### config.mk
export PLATFORM = sky130hd
export DESIGN_NAME = pc_sequencer
export DESIGN_NICKNAME = d
export VERILOG_FILES = /design/src/rtl/pc_sequencer.sv
export SDC_FILE = /design/constraint.sdc
export NUM_CORES = 1
export LEC_CHECK = 0
export ABC_AREA = 1
export BUFFER_PORTS_ARGS = -buffer_cell sky130_fd_sc_hd__buf_2
export CAP_MARGIN = 20
export CORE_MARGIN = 10
export CORE_UTILIZATION = 52
export DETAILED_ROUTE_END_ITERATION = 10
export HOLD_SLACK_MARGIN = 0.15
export PLACE_DENSITY = 0.77
export REMOVE_ABC_BUFFERS = 1
export SYNTH_ARGS = -nofsm -noshare
export SYNTH_HDL_FRONTEND = slang
export SYNTH_SLANG_ARGS = --single-unit
export TNS_END_PERCENT = 5
### constraint.sdc
create_clock -name i_clk -period 2.2 [get_ports i_clk]
set_input_delay 0.22 -clock i_clk [delete_from_list [all_inputs] [get_ports i_clk]]
set_output_delay 0.22 -clock i_clk [all_outputs]
set_load 0.005 [all_outputs]
### src/rtl/pc_sequencer.sv
// Program counter owner and fetch sequencer with run/step/halt debug control.
// Optional misaligned-target trap is enabled by defining PC_MISALIGN_TRAP_EN.
//
// Ports:
//   i_clk, i_rst         clock (rising edge), asynchronous active-high reset
//   i_start              pulse: PC<=RESET_PC, clear cycle counter, enter RUN
//   i_step               pulse in HALT: perform exactly one fetch
//   i_pcSrc              00 seq, 01 PC+Imm, 10 rs1+Imm, 11 treated as seq
//   i_flush              redirect flush request from EX
//   i_pcImm_target       PC+Imm branch/jal target
//   i_jalr_target        rs1+Imm jalr target (bit 0 is forced to zero)
//   i_stall              load-use stall: hold PC and IF/ID, bubble ID/EX
//   i_halt_instr         HALT opcode present in ID
//   o_pc                 registered fetch PC
//   o_fetch_en           IF stage / IF-ID write enable
//   o_flush_ifid         clear IF/ID this cycle
//   o_flush_idex         clear ID/EX this cycle
//   o_halted             sequencer is in HALT
//   o_done               one-cycle pulse on the last DRAIN cycle
//   o_misaligned         (PC_MISALIGN_TRAP_EN only) sticky misaligned-target flag
//   o_cycle_cnt          saturating count of cycles spent in RUN or DRAIN
module pc_sequencer #(
    parameter int                 NB_DATA    = 32,
    parameter logic [NB_DATA-1:0] RESET_PC   = '0,
    parameter int                 PIPE_DEPTH = 4,
    parameter int                 NB_CNT     = 32
) (
    input  logic               i_clk,
    input  logic               i_rst,
    input  logic               i_start,
    input  logic               i_step,
    input  logic [1:0]         i_pcSrc,
    input  logic               i_flush,
    input  logic [NB_DATA-1:0] i_pcImm_target,
    input  logic [NB_DATA-1:0] i_jalr_target,
    input  logic               i_stall,
    input  logic               i_halt_instr,
    output logic [NB_DATA-1:0] o_pc,
    output logic               o_fetch_en,
    output logic               o_flush_ifid,
    output logic               o_flush_idex,
    output logic               o_halted,
    output logic               o_done,
`ifdef PC_MISALIGN_TRAP_EN
    output logic               o_misaligned,
`endif
    output logic [NB_CNT-1:0]  o_cycle_cnt
);

    localparam int DW = (PIPE_DEPTH > 1) ? $clog2(PIPE_DEPTH) : 1;
    localparam logic [DW-1:0] DRAIN_INIT = DW'(PIPE_DEPTH - 1);
    localparam logic [NB_DATA-1:0] JALR_MASK = {{(NB_DATA-1){1'b1}}, 1'b0};

    typedef enum logic [1:0] {
        ST_HALT  = 2'd0,
        ST_RUN   = 2'd1,
        ST_DRAIN = 2'd2
    } state_t;

    state_t             state_q;
    state_t             state_d;
    logic [DW-1:0]      drain_q;
    logic [NB_DATA-1:0] pc_d;
    logic [NB_DATA-1:0] pc_inc;
    logic [NB_DATA-1:0] target;
    logic               redir;
    logic               bad_target;
    logic               drain_last;

    // pcSrc=11 is not a redirect and falls through to sequential fetch.
    assign redir  = (i_pcSrc == 2'b01) || (i_pcSrc == 2'b10);
    assign target = (i_pcSrc == 2'b01) ? i_pcImm_target
                                       : (i_jalr_target & JALR_MASK);
    assign pc_inc = o_pc + NB_DATA'(4);
    assign drain_last = (state_q == ST_DRAIN) && (drain_q == '0);

`ifdef PC_MISALIGN_TRAP_EN
    logic trap_set;

    // A taken target that is not word aligned is refused and stops the core.
    assign bad_target = redir && target[1];
    assign trap_set   = bad_target &&
                        ((state_q == ST_RUN) ||
                         ((state_q == ST_HALT) && i_step));
`else
    assign bad_target = 1'b0;
`endif

    // State register
    always_ff @(posedge i_clk or posedge i_rst) begin
        if (i_rst) begin
            state_q <= ST_HALT;
        end else begin
            state_q <= state_d;
        end
    end

    // Next-state logic
    always_comb begin
        state_d = state_q;
        if (i_start) begin
            state_d = ST_RUN;
        end else begin
            case (state_q)
                ST_RUN: begin
                    // A HALT seen together with a redirect is on the wrong
                    // path and is dropped; a stalled HALT waits in RUN.
                    if (redir) begin
                        if (bad_target) begin
                            state_d = ST_DRAIN;
                        end
                    end else if (!i_stall && i_halt_instr) begin
                        state_d = ST_DRAIN;
                    end
                end
                ST_DRAIN: begin
                    if (drain_last) begin
                        state_d = ST_HALT;
                    end
                end
                default: begin
                    state_d = state_q;
                end
            endcase
        end
    end

    // Output and next-PC logic
    always_comb begin
        o_fetch_en   = 1'b0;
        o_flush_ifid = 1'b0;
        o_flush_idex = 1'b0;
        o_done       = 1'b0;
        o_halted     = (state_q == ST_HALT);
        pc_d         = o_pc;
        case (state_q)
            ST_HALT: begin
                if (i_step && !i_start) begin
                    if (redir) begin
                        o_fetch_en   = !bad_target;
                        o_flush_ifid = i_flush;
                        o_flush_idex = i_flush;
                        if (!bad_target) begin
                            pc_d = target;
                        end
                    end else begin
                        o_fetch_en = 1'b1;
                        pc_d       = pc_inc;
                    end
                end
            end
            ST_RUN: begin
                if (redir) begin
                    // Redirect outranks the stall.
                    o_fetch_en   = !bad_target;
                    o_flush_ifid = i_flush;
                    o_flush_idex = i_flush;
                    if (!bad_target) begin
                        pc_d = target;
                    end
                end else if (i_stall) begin
                    o_flush_idex = 1'b1;
                end else if (i_halt_instr) begin
                    // Drop whatever was fetched behind the HALT.
                    o_flush_ifid = 1'b1;
                end else begin
                    o_fetch_en = 1'b1;
                    pc_d       = pc_inc;
                end
            end
            ST_DRAIN: begin
                o_done = drain_last && !i_start;
            end
            default: begin
                o_halted = 1'b0;
            end
        endcase
    end

    // PC, cycle counter, drain counter
    always_ff @(posedge i_clk or posedge i_rst) begin
        if (i_rst) begin
            o_pc        <= RESET_PC;
            o_cycle_cnt <= '0;
            drain_q     <= '0;
        end else if (i_start) begin
            o_pc        <= RESET_PC;
            o_cycle_cnt <= '0;
            drain_q     <= '0;
        end else begin
            o_pc <= pc_d;
            if ((state_q != ST_HALT) && (o_cycle_cnt != '1)) begin
                o_cycle_cnt <= o_cycle_cnt + NB_CNT'(1);
            end
            if ((state_q != ST_DRAIN) && (state_d == ST_DRAIN)) begin
                drain_q <= DRAIN_INIT;
            end else if ((state_q == ST_DRAIN) && (drain_q != '0)) begin
                drain_q <= drain_q - DW'(1);
            end
        end
    end

`ifdef PC_MISALIGN_TRAP_EN
    always_ff @(posedge i_clk or posedge i_rst) begin
        if (i_rst) begin
            o_misaligned <= 1'b0;
        end else if (i_start) begin
            o_misaligned <= 1'b0;
        end else if (trap_set) begin
            o_misaligned <= 1'b1;
        end
    end
`endif

endmodule
# ---- Yosys cells after proc, flatten, opt, wreduce, memory -nomap -nowiden
# Cells that the tools add are included.
dict set report word_totals {
  out_inout_bits 69
  ff_bits 68
}
dict set report op_classes {
  mux 34
  addsub 3
  n_reduce_logical 18
  n_eq_ne 10
}
# operator count
set op_table {}
lappend op_table {{$mux 32} 9}
lappend op_table {{$pmux 32 s2} 1}
lappend op_table {{$add 32x1->32 const B} 1}
lappend op_table {{$add 32x3->32 const B} 1}
lappend op_table {{$ne 32x32->1 const B} 1}
lappend op_table {{$mux 2} 7}
lappend op_table {{$mux 1} 13}
lappend op_table {{$ne 4x4->1 const B} 2}
lappend op_table {{$logic_and 1x1->1} 7}
lappend op_table {{$eq 2x2->1 const B} 3}
lappend op_table {{$pmux 1 s2} 3}
lappend op_table {{$reduce_bool 2->1} 3}
lappend op_table {{$reduce_bool 3->1} 2}
lappend op_table {{$eq 2x1->1 const B} 2}
lappend op_table {{$logic_not 2->1} 2}
lappend op_table {{$pmux 2 s2} 1}
lappend op_table {{$reduce_and 4->1} 1}
lappend op_table {{$ne 3x2->1 const B} 1}
lappend op_table {{$logic_not 1->1} 2}
lappend op_table {{$ne 2x2->1 const B} 1}
lappend op_table {{$sub 2x1->2 const B} 1}
lappend op_table {{$logic_or 1x1->1} 1}

# ---- Depth between registers and ports, before layout
# Gate-level depths: netlist of run 1.
dict set report logic_depth {
  ltp_word 10
  depth_mapped 12
  depth_no_buf 12
}

# ---- Worst setup path after synthesis of run 1
# No wires, ideal clock.
dict set report synth_path {
  path_type {reg-to-reg}
  startpoint {register o_cycle_cnt[0]}
  endpoint {register o_cycle_cnt[21]}
  t_arrival_ps 1609
  synth_period_minus_slack_ps 1728
  path_slack_ps 472
  required_ps 2081
  path_stages_with_launch 12
  cell_sequence {dfrtp_1 > ha_1 > inv_1 > nor2_4 > nand2_2 > nor2_4 > nand2_2 > nand2_2 > nand2_2 > clkinv_4 > buf_6 > o21ai_2}
}
dict set report synth_via {
  elab_chain_len 3
  elab_cells_between_ends 6
  classes_between {add/sub (1); eq/ne (1); mux (2); reduce/logical (2)}
}
# item line_no
set synth_rtl {}
lappend synth_rtl {{from (decl)} 47} ;# output logic [NB_CNT-1:0] o_cycle_cnt
lappend synth_rtl {{from (signal assigned)} 193} ;# o_cycle_cnt <= o_cycle_cnt + NB_CNT'(1);
lappend synth_rtl {{$add 32x1->32 / $ne 32x32->1 (equally long branches)} {193, 192}}
lappend synth_rtl {{$mux 32 / $logic_and 1x1->1 (equally long branches)} 192} ;# if ((state_q != ST_HALT) && (o_cycle_cnt != '1)) begin
lappend synth_rtl {{$mux 32 / $reduce_bool 2->1 (equally long branches)} n/a}
# Several ways; a longest one is shown, not always the timed one. The select of a mux whose other input is x is not followed.
# A chain may end at the register's enable or synchronous reset.

# ---- Worst setup path after layout of run 1
dict set report layout_path {
  startpoint {register o_cycle_cnt[1]}
  endpoint {register o_cycle_cnt[22]}
}
# The elaborated chain is that of the path after synthesis.

==> impl_metrics.yaml, run 1 <==
floorplanning:
  die-height_um: 121
  io_pins: 142
  start_util_pct: 53.8
  die-area_um2: 14700
  num_rows: 36
  die_w_um: 121
  core_area_um2: 9860
clocking:
  cts_resized: 0
  cts.sinks: 68
  clk_latency_ns: 0.34
  cts_tree: "done"
  cts-root-buf: "clkbuf_8"
  cts.clk_slew.worst_paths_ns: 0.08
  post-cts-setup-buffers: 0
  htreeDepth: 3
  numCtsBuffers: 9
  cts_buffer_depth: 2
synthesis:
  ys_seq_area_share_pct: 32.0
  postSynthRegisterBits: 68
  yosys_warnings: 0
  postSynthCellCount: 889
  ys_types: 30
  ys_top_cells_by_area: "dfrtp_1 32%, nand2_1 27%, nand3_1 9.2%"
  yosysTopAreaCell: "dfrtp_1"
  synth_area_per_cell_um2: 5.97
  netlist.area_leader.share_pct: 32.0
  syn_area_um2: 5310
drt:
  vias_per_cell: 5.15
  avgRoutedWirePerCell_um: 14.1
  ant_nets: 0
  route.detailed.drc: 0
  wl_um: 16400
  vias: 6000
  drt-pass1-iter-count: 7
  drtIter0Drc: 458
place:
  dp.cells: 1149
  dp_hpwl_um: 12800
  buffer_ports.inserted: 140
  dpl_worst_slack_ns: 0.273
  place_congestion: 0.938
worst_setup_path:
  arrival_ns: 2.20
  worstPathRequired_ns: 2.47
  path_class: "reg2reg"
  worstSetupStartpointType: "register"
  crit_path_max_fanout: 43
  critPathCaptureType: "register"
timing:
  setup_violations: 0
  max_freq_mhz: 518
  tns_ns: 0
  layout_min_cycle_time_ns: 1.93
  worstMarginPinSlew_ns: 0.535
  clock_skew_ns: 0.00895
  rsz0062_at_grt: "false"
  finalHoldWorstSlack_ns: 0.177
  drv_slew: 0
  slew_headroom_pct: 64.3
  period_share_pct: 87.7
  final_hold_viol_count: 0
  setup_ws_ns: 0.271
grt:
  grt_start_max_net_pins: 44
  grt.total_usage_pct: 22.7
  grt_overflow: 0
  grt_pass1_vias: 5763
  antenna_found_initial: 0
  grt_pass1_wl_um: 27900
layout:
  final_nets: 1109
  n_fill_cell: 968
  fin_cells: 1166
  drive_above_1_share_pct: 19.2
  final_util_pct: 65.0
  insertedDiodeCount: 0
  area_delta_synth_final_pct: 20.8
worst_hold_path:
  hold_class: "in2reg"
pwr:
  p_leak_nw: 3.25
  max-vdd-ir-drop_mv: 0.459
  cellPowerDensity_nw_per_um2: 622
run:
  max-cap-violations: 0
outcome:
  status: "finished clean"
==> state kept, by name (all words and copies together) (netlist names) <==
register,count
o_cycle_cnt,32
state_q,2
drain_q,2
o_pc,32
==> worst max-delay path, cell delays in order, from the launching register on <==
cell,delay [ns]
dfrtp_1,0.43
ha_1,0.24
inv_1,0.10
nor2_4,0.12
nand2_2,0.09
nor2_4,0.15
nand2_2,0.08
nand2_2,0.07
nand2_2,0.07
clkinv_4,0.29
nand2_1,0.13
o21ai_2,0.07
==> per-layer routing <==
metal | GRT usage (%) | vias to the layer above | share of wire (%)
met4 | 7.16 | 0 | 2.1
met3 | 4.65 | 25 | 7.4
met1 | 29.4 | 2688 | 45
met5 | 0 | - | 0
li1 | - | 3081 | -
met2 | 37.1 | 206 | 46
==> worst paths after layout <==
kind | slack, ns | cells after the start | endpoint | startpoint
min reg2reg | 0.49 | 2 | o_pc[0] | o_pc[0]
min in group asynchronous | 0.47 | 3 | o_pc[30] | i_rst
max reg2reg | 0.27 | 11 | o_cycle_cnt[22] | o_cycle_cnt[1]
min | 0.18 | 3 | o_pc[0] | i_pcImm_target[0]
max in group asynchronous | 1.02 | 5 | o_cycle_cnt[3] | i_rst
max | 0.27 | 11 | o_cycle_cnt[22] | o_cycle_cnt[1]
==> per-stage QoR <==
| step | total power, mW | cell area [µm²] |
|---|---|---|
| final | 3.99 | 6410 |
| after global routing | 4.27 | 6410 |
| after CTS | 4.00 | 6410 |
| after detailed placement | 2.83 | 6190 |
| after global placement | 2.81 | 6190 |
| after floorplan | 2.29 | 5170 |
==> cell type report <==
class                   instances  area [µm²]  area share (%)
clock buffers                  12         145            2.26
flip-flops and latches         68        1700            26.5
repair buffers                156         861            13.4
inverters                      74         283            4.41
clock inverters                 4        72.6            1.13
well taps                     133         166            2.59
multi-input cells             719        3180            49.6
==> power by group <==
part	total [mW]	internal, mW	switching, mW	leakage, nW
logic	1.19	0.454	0.738	2.22
clock network	1.18	0.670	0.509	0.107
registers	1.62	1.40	0.216	0.926
==> cell usage in the layout (no fill, tap or decap), drive strengths merged, types with 3 or more instances in the layout <==
cell    instances
nand2         385
buf           155
nor2          132
nand3          98
inv            72
dfrtp          68
o21ai          43
a21oi          20
clkbuf         12
xor2            8
ha              8
xnor2           7
nand4           5
nand3b          4
o22ai           3
clkinv          3
==> cells by family after synthesis <==
| logic type | synth area share, % |
|---|---|
| buffers and inverters | 8.01 |
| and+or+nand+nor | 47.9 |
| AOI/OAI and AO/OA | 7.68 |
| DFF | 32.0 |
| adders and majority gates | 1.88 |
| xor gates and xnor gates | 2.47 |
==> cells in the mapped netlist <==
cell type,n
or2_2,2
o21ai_2,14
dfrtp_1,68
o211ai_1,1
clkinv_4,1
a21boi_0,1
a21oi_1,20
ha_1,8
nor2_4,2
clkbuf_1,16
nand2_2,5
o21ai_0,28
buf_2,6
o21ai_1,1
inv_1,71
nand4_1,5
o22ai_1,3
xor2_1,8
nor3_1,1
nand3b_1,4
a31oi_1,1
inv_2,1
xnor2_1,7
buf_6,4
nor2_2,3
nand3_1,98
clkinv_1,1
buf_1,2
nand2_1,380
nor2_1,127
==> what timing repair did <==
item,4_1_cts,5_1_grt
hold endpoints to repair,23,0
hold buffers,1,0
setup endpoints to repair,0,0
Note: power is estimated with default switching activity, not from simulation.
==> run 2: changes to the inputs <==
--- a/config.mk
+++ b/config.mk
@@ -12,6 +12,7 @@
 export CORE_UTILIZATION = 52
 export DETAILED_ROUTE_END_ITERATION = 10
 export HOLD_SLACK_MARGIN = 0.15
+export MAX_ROUTING_LAYER = met4
 export PLACE_DENSITY = 0.77
 export REMOVE_ABC_BUFFERS = 1
 export SYNTH_ARGS = -nofsm -noshare
==> run 2 against run 1 <==
Effect of this change: core utilization down 0.49 points; worst hold slack worse by 0.012 ns; sequential power about the same; via count up 0.23%; global-route usage about the same; combinational power about the same; highest routed layer unchanged; worst setup slack better by 0.020 ns; clock power down 13%; maximum frequency up 1.0%; clock skew up 0.0015 ns; die area unchanged.
==> impl_metrics.yaml, run 2 (synthesis results as in run 1) <==
layout:
  drive_above_1_share_pct: 19.2
  regArea_um2: 1700
  final_util_pct: 64.5
  top_regs: "o_cycle_cnt: 32 flops, o_pc: 32 flops"
  mostFrequentLayoutCells: "380 x nand2_1, 140 x buf_2, 127 x nor2_1"
  insertedDiodeCount: 0
  n_fill_cell: 993
  multi_input_area_um2: 3180
  layout_commonest_cell: "nand2_1"
  area_delta_synth_final_pct: 19.8
  final_nets: 1108
drt:
  drt-pass1-iter-count: 5
  avgRoutedWirePerCell_um: 14.0
  drtIter0Drc: 376
  route.detailed.drc: 0
  vias: 6014
  wl_um: 16400
  ant_nets: 0
  vias_per_cell: 5.16
worst_setup_path:
  crit_path_max_fanout: 43
  critPathCaptureType: "register"
  worstPathRequired_ns: 2.48
  path_class: "reg2reg"
  critPathLaunch: "o_cycle_cnt[1]"
  cp_top_family: "simple AND/OR/NAND/NOR gates"
  max_stage_delay_ns: 0.43
  crit_buf_inv: 2
  cpMostUsedCell: "nand2_2"
  r2r-start: "o_cycle_cnt[1]"
  path_cells: "ha_1, inv_1, nor2_4, nand2_2, nor2_4, nand2_2, nand2_2, nand2_2, clkinv_4, nand2_1, o21ai_2"
  cp_slowest_cell: "dfrtp_1"
  arrival_ns: 2.19
  worstSetupStartpointType: "register"
clocking:
  htreeDepth: 3
  cts-root-buf: "clkbuf_8"
  cts.clk_slew.worst_paths_ns: 0.08
  clk_latency_ns: 0.35
  cts.sinks: 68
  cts_buffer_depth: 2
  numCtsBuffers: 9
  cts_tree: "done"
  post-cts-setup-buffers: 0
pwr:
  p_leak_nw: 3.23
  cellPowerDensity_nw_per_um2: 602
  max-vdd-ir-drop_mv: 0.422
timing:
  final_hold_viol_count: 0
  setup_ws_ns: 0.290
  layout_min_cycle_time_ns: 1.91
  setup_violations: 0
  max_freq_mhz: 524
  rsz0062_at_grt: "false"
  period_share_pct: 86.8
  worstMarginPinSlew_ns: 0.434
  drv_slew: 0
  clock_skew_ns: 0.0105
  slew_headroom_pct: 71.0
floorplanning:
  die-area_um2: 14700
  io_pins: 142
  die_w_um: 121
  die-height_um: 121
  core_area_um2: 9860
  num_rows: 36
  start_util_pct: 53.8
worst_hold_path:
  min_from: "i_pcImm_target[0]"
  hold_class: "in2reg"
grt:
  grt_start_max_net_pins: 51
  grt_pass1_wl_um: 26900
  grt_pass1_vias: 5562
  antenna_found_initial: 0
  grt_overflow: 0
  grt.total_usage_pct: 22.8
place:
  dp_hpwl_um: 12600
  place_congestion: 0.953
  dpl_worst_slack_ns: 0.295
  buffer_ports.inserted: 140
run:
  max-cap-violations: 0
outcome:
  status: "finished clean"
## run 2: cell count changes in the layout (fill, tap and decap cells not counted)
cell / previous run / this run
buf_12: 3 / 2
bufinv_16: 2 / 0
clkbuf_1: 2 / 1
clkbuf_8: 10 / 12
clkinvlp_4: 1 / 2
## run 2: worst reg2reg max path, cell delays in order, from the launching register on
cell      delay (ns)
dfrtp_1         0.43
ha_1            0.24
inv_1           0.10
nor2_4          0.12
nand2_2         0.09
nor2_4          0.15
nand2_2         0.07
nand2_2         0.07
nand2_2         0.08
clkinv_4        0.29
nand2_1         0.14
o21ai_2         0.07
## run 2: cell type report
cell class              instances  area share, %
multi-input cells             719           50.0
flip-flops and latches         68           26.7
inverters                      74           4.44
repair buffers                155           13.2
clock buffers                  13           2.65
well taps                     133           2.61
clock inverters                 3          0.315
## run 2: stage by stage
step / power [mW] / cells / hold WS [ns] / TNS (ns) / cell area, µm²
after global routing: 4.09 / 1165 / 0.163 / 0 / 6360
final: 3.83 / 1165 / 0.165 / 0 / 6360
after global placement: 2.81 / 1148 / 0.243 / 0 / 6170
after CTS: 3.84 / 1165 / 0.154 / 0 / 6360
after floorplan: 2.29 / 861 / 0.295 / -1.15 / 5170
after detailed placement: 2.83 / 1148 / 0.242 / 0 / 6170
## run 2: metal layers
| layer | global-route usage (%) | share of wire, % | vias to the layer above | wire length (µm) |
|---|---|---|---|---|
| met2 | 36.9 | 47 | 184 | 7640 |
| met5 | - | 0 | - | 0 |
| met4 | 7.24 | 1.8 | 0 | 301 |
| met3 | 3.58 | 6.3 | 23 | 1030 |
| li1 | - | - | 3074 | - |
| met1 | 28.4 | 45 | 2733 | 7390 |
## run 2: final timing paths
kind	endpoint	slack (ns)	cells past startpoint
max in group asynchronous	o_cycle_cnt[3]	1.17	4
worst min register to register	o_pc[0]	0.49	2
min in group asynchronous	o_pc[26]	0.41	3
worst min-delay path	o_pc[0]	0.16	3
worst max-delay path	o_cycle_cnt[23]	0.29	11
worst max register to register	o_cycle_cnt[23]	0.29	11
## run 2: where the power goes
part / total (mW) / internal [mW] / switching (mW)
registers: 1.61 / 1.40 / 0.209
clock network: 1.03 / 0.501 / 0.525
logic: 1.19 / 0.452 / 0.742
## run 2: repair_timing
action                    in CTS  in global routing
hold endpoints to repair      18                  0
hold buffers                   1                  0
resized for setup              0                  0
==> run 3: changes to the inputs <==
--- a/config.mk
+++ b/config.mk
@@ -9,11 +9,12 @@
 export BUFFER_PORTS_ARGS = -buffer_cell sky130_fd_sc_hd__buf_2
 export CAP_MARGIN = 20
 export CORE_MARGIN = 10
-export CORE_UTILIZATION = 52
+export CORE_UTILIZATION = 54
+export CTS_CLUSTER_DIAMETER = 150
 export DETAILED_ROUTE_END_ITERATION = 10
 export HOLD_SLACK_MARGIN = 0.15
 export MAX_ROUTING_LAYER = met4
-export PLACE_DENSITY = 0.77
+export PLACE_DENSITY = 0.8
 export REMOVE_ABC_BUFFERS = 1
 export SYNTH_ARGS = -nofsm -noshare
 export SYNTH_HDL_FRONTEND = slang
==> run 3 against run 2 <==
Effect of this change: critical path type unchanged; final cell count grew 0.34%; global-route usage grew 0.18 points; power grew 0.38%; first-iteration DRC count shrank 9.3%; clock power is essentially flat; clock-buffer cell count shrank 3; maximum frequency shrank 3.1%; worst setup slack lost 0.061 ns; flip-flop and latch count is the same; worst hold slack lost 0.0098 ns.
==> impl_metrics.yaml, run 3 (synthesis results as in run 1) <==
worst_hold_path:
  hold_class: "in2reg"
drt:
  drt-pass1-iter-count: 5
  drtIter0Drc: 341
  vias_per_cell: 5.10
  route.detailed.drc: 0
  vias: 5964
  ant_nets: 0
  avgRoutedWirePerCell_um: 13.6
  wl_um: 15900
pwr:
  clkPwrFrac_pct: 27.3
  cellPowerDensity_nw_per_um2: 602
  combPwrFrac_pct: 30.8
  max-vdd-ir-drop_mv: 0.392
  sw_frac_of_total_pct: 38.1
  p_leak_nw: 3.24
  cell_internal_pwr_mw: 2.38
  power_mw: 3.84
  switching_power_mw: 1.46
  p_seq_share_pct: 41.9
worst_setup_path:
  arrival_ns: 2.26
  cpMostUsedCell: "nand2_2"
  crit_path_max_fanout: 43
  worstPathRequired_ns: 2.49
  worstSetupStartpointType: "register"
  cp_top_family: "simple AND/OR/NAND/NOR gates"
  path_class: "reg2reg"
  critPathCaptureType: "register"
  max_stage_delay_ns: 0.42
  cp_slowest_cell: "dfrtp_1"
  path_cells: "ha_1, inv_1, nor2_4, nand2_2, nor2_4, nand2_2, nand2_2, nand2_2, clkinv_4, nand2_1, o21ai_2"
  crit_buf_inv: 2
layout:
  top_regs: "o_cycle_cnt: 32 flops, o_pc: 32 flops"
  final_util_pct: 66.0
  mostFrequentLayoutCells: "380 x nand2_1, 140 x buf_2, 127 x nor2_1"
  area_delta_synth_final_pct: 20.3
  final_nets: 1110
  drive_above_1_share_pct: 19.3
  n_fill_cell: 943
  layout_commonest_cell: "nand2_1"
  finalInstanceArea_um2: 6390
place:
  dp_hpwl_um: 12500
  buffer_ports.inserted: 140
  place_congestion: 0.980
  placed_cell_area_um2: 6180
  dpl_worst_slack_ns: 0.263
run:
  max-cap-violations: 0
floorplanning:
  die_w_um: 119
  num_rows: 36
  die-area_um2: 14200
  io_pins: 142
  die-height_um: 119
  start_util_pct: 54.8
  core_area_um2: 9680
grt:
  grt_start_max_net_pins: 44
  antenna_found_initial: 2
  grt_pass1_vias: 5713
  grt_overflow: 0
  grt_pass1_wl_um: 26500
  grt.total_usage_pct: 22.9
timing:
  worstMarginPinSlew_ns: 0.609
  tns_ns: 0
  slew_headroom_pct: 59.4
  drv_slew: 0
  layout_min_cycle_time_ns: 1.97
  max_freq_mhz: 508
  final_hold_viol_count: 0
  rsz0062_at_grt: "false"
  setup_ws_ns: 0.230
  setup_violations: 0
  period_share_pct: 89.6
  clock_skew_ns: 0.0117
clocking:
  numCtsBuffers: 9
  cts.clk_slew.worst_paths_ns: 0.08
  clk_latency_ns: 0.36
  cts-root-buf: "clkbuf_8"
  post-cts-setup-buffers: 0
  htreeDepth: 3
  cts.sinks: 68
  cts_tree: "done"
  cts_buffer_depth: 2
outcome:
  status: "finished clean"
## run 3: routing by layer
metal	vias to the layer above	track usage [%]	share of wire, %
met5	-	-	0
met4	0	8.93	2.7
met2	194	38.9	49
li1	3077	-	-
met3	36	4.96	7.2
met1	2657	25.9	41
## run 3: timing repair
action                     in CTS  in global routing
hold endpoints to repair       24                  0
hold buffers                    1                  0
gates resized for setup         0                  0
setup endpoints to repair       0                  0
## run 3: worst register-to-register path, cell delays in order, from the launching register on
cell,delay [ns]
dfrtp_1,0.42
ha_1,0.24
inv_1,0.10
nor2_4,0.17
nand2_2,0.11
nor2_4,0.15
nand2_2,0.08
nand2_2,0.07
nand2_2,0.08
clkinv_4,0.28
nand2_1,0.14
o21ai_2,0.07
## run 3: final cells by class
type                    instances  area [µm²]  area share [%]
diodes                          2        5.00          0.0783
clock buffers                  10         128            2.00
clock inverters                 6        65.1            1.02
inverters                      74         283            4.43
multi-input cells             719        3180            49.8
flip-flops and latches         68        1700            26.6
well taps                     133         166            2.60
repair buffers                157         856            13.4
## run 3: path summary, 6_finish.rpt
path                            cells after the start  slack [ns]               to         startpoint
worst max register to register                     11        0.23  o_cycle_cnt[27]     o_cycle_cnt[1]
worst min register to register                      2        0.49          o_pc[0]            o_pc[0]
worst max-delay path                               11        0.23  o_cycle_cnt[27]     o_cycle_cnt[1]
max in group asynchronous                           4        1.07         o_pc[20]              i_rst
min in group asynchronous                           3        0.47         o_pc[30]              i_rst
worst min-delay path                                3        0.15          o_pc[0]  i_pcImm_target[0]
## run 3: power by group through the flow
stage / Sequential [mW] / Combinational, mW / Clock, mW
after floorplan: 1.61 / 0.680 / 0
after global placement: 1.62 / 1.18 / 0
after detailed placement: 1.63 / 1.19 / 0
after CTS: 1.61 / 1.20 / 1.06
after global routing: 1.64 / 1.35 / 1.12
final: 1.61 / 1.18 / 1.05
## run 3: through the flow
step,cells,hold slack (ns)
after floorplan,861,0.295
after global placement,1150,0.326
after detailed placement,1150,0.333
after CTS,1167,0.151
after global routing,1169,0.198
final,1169,0.155
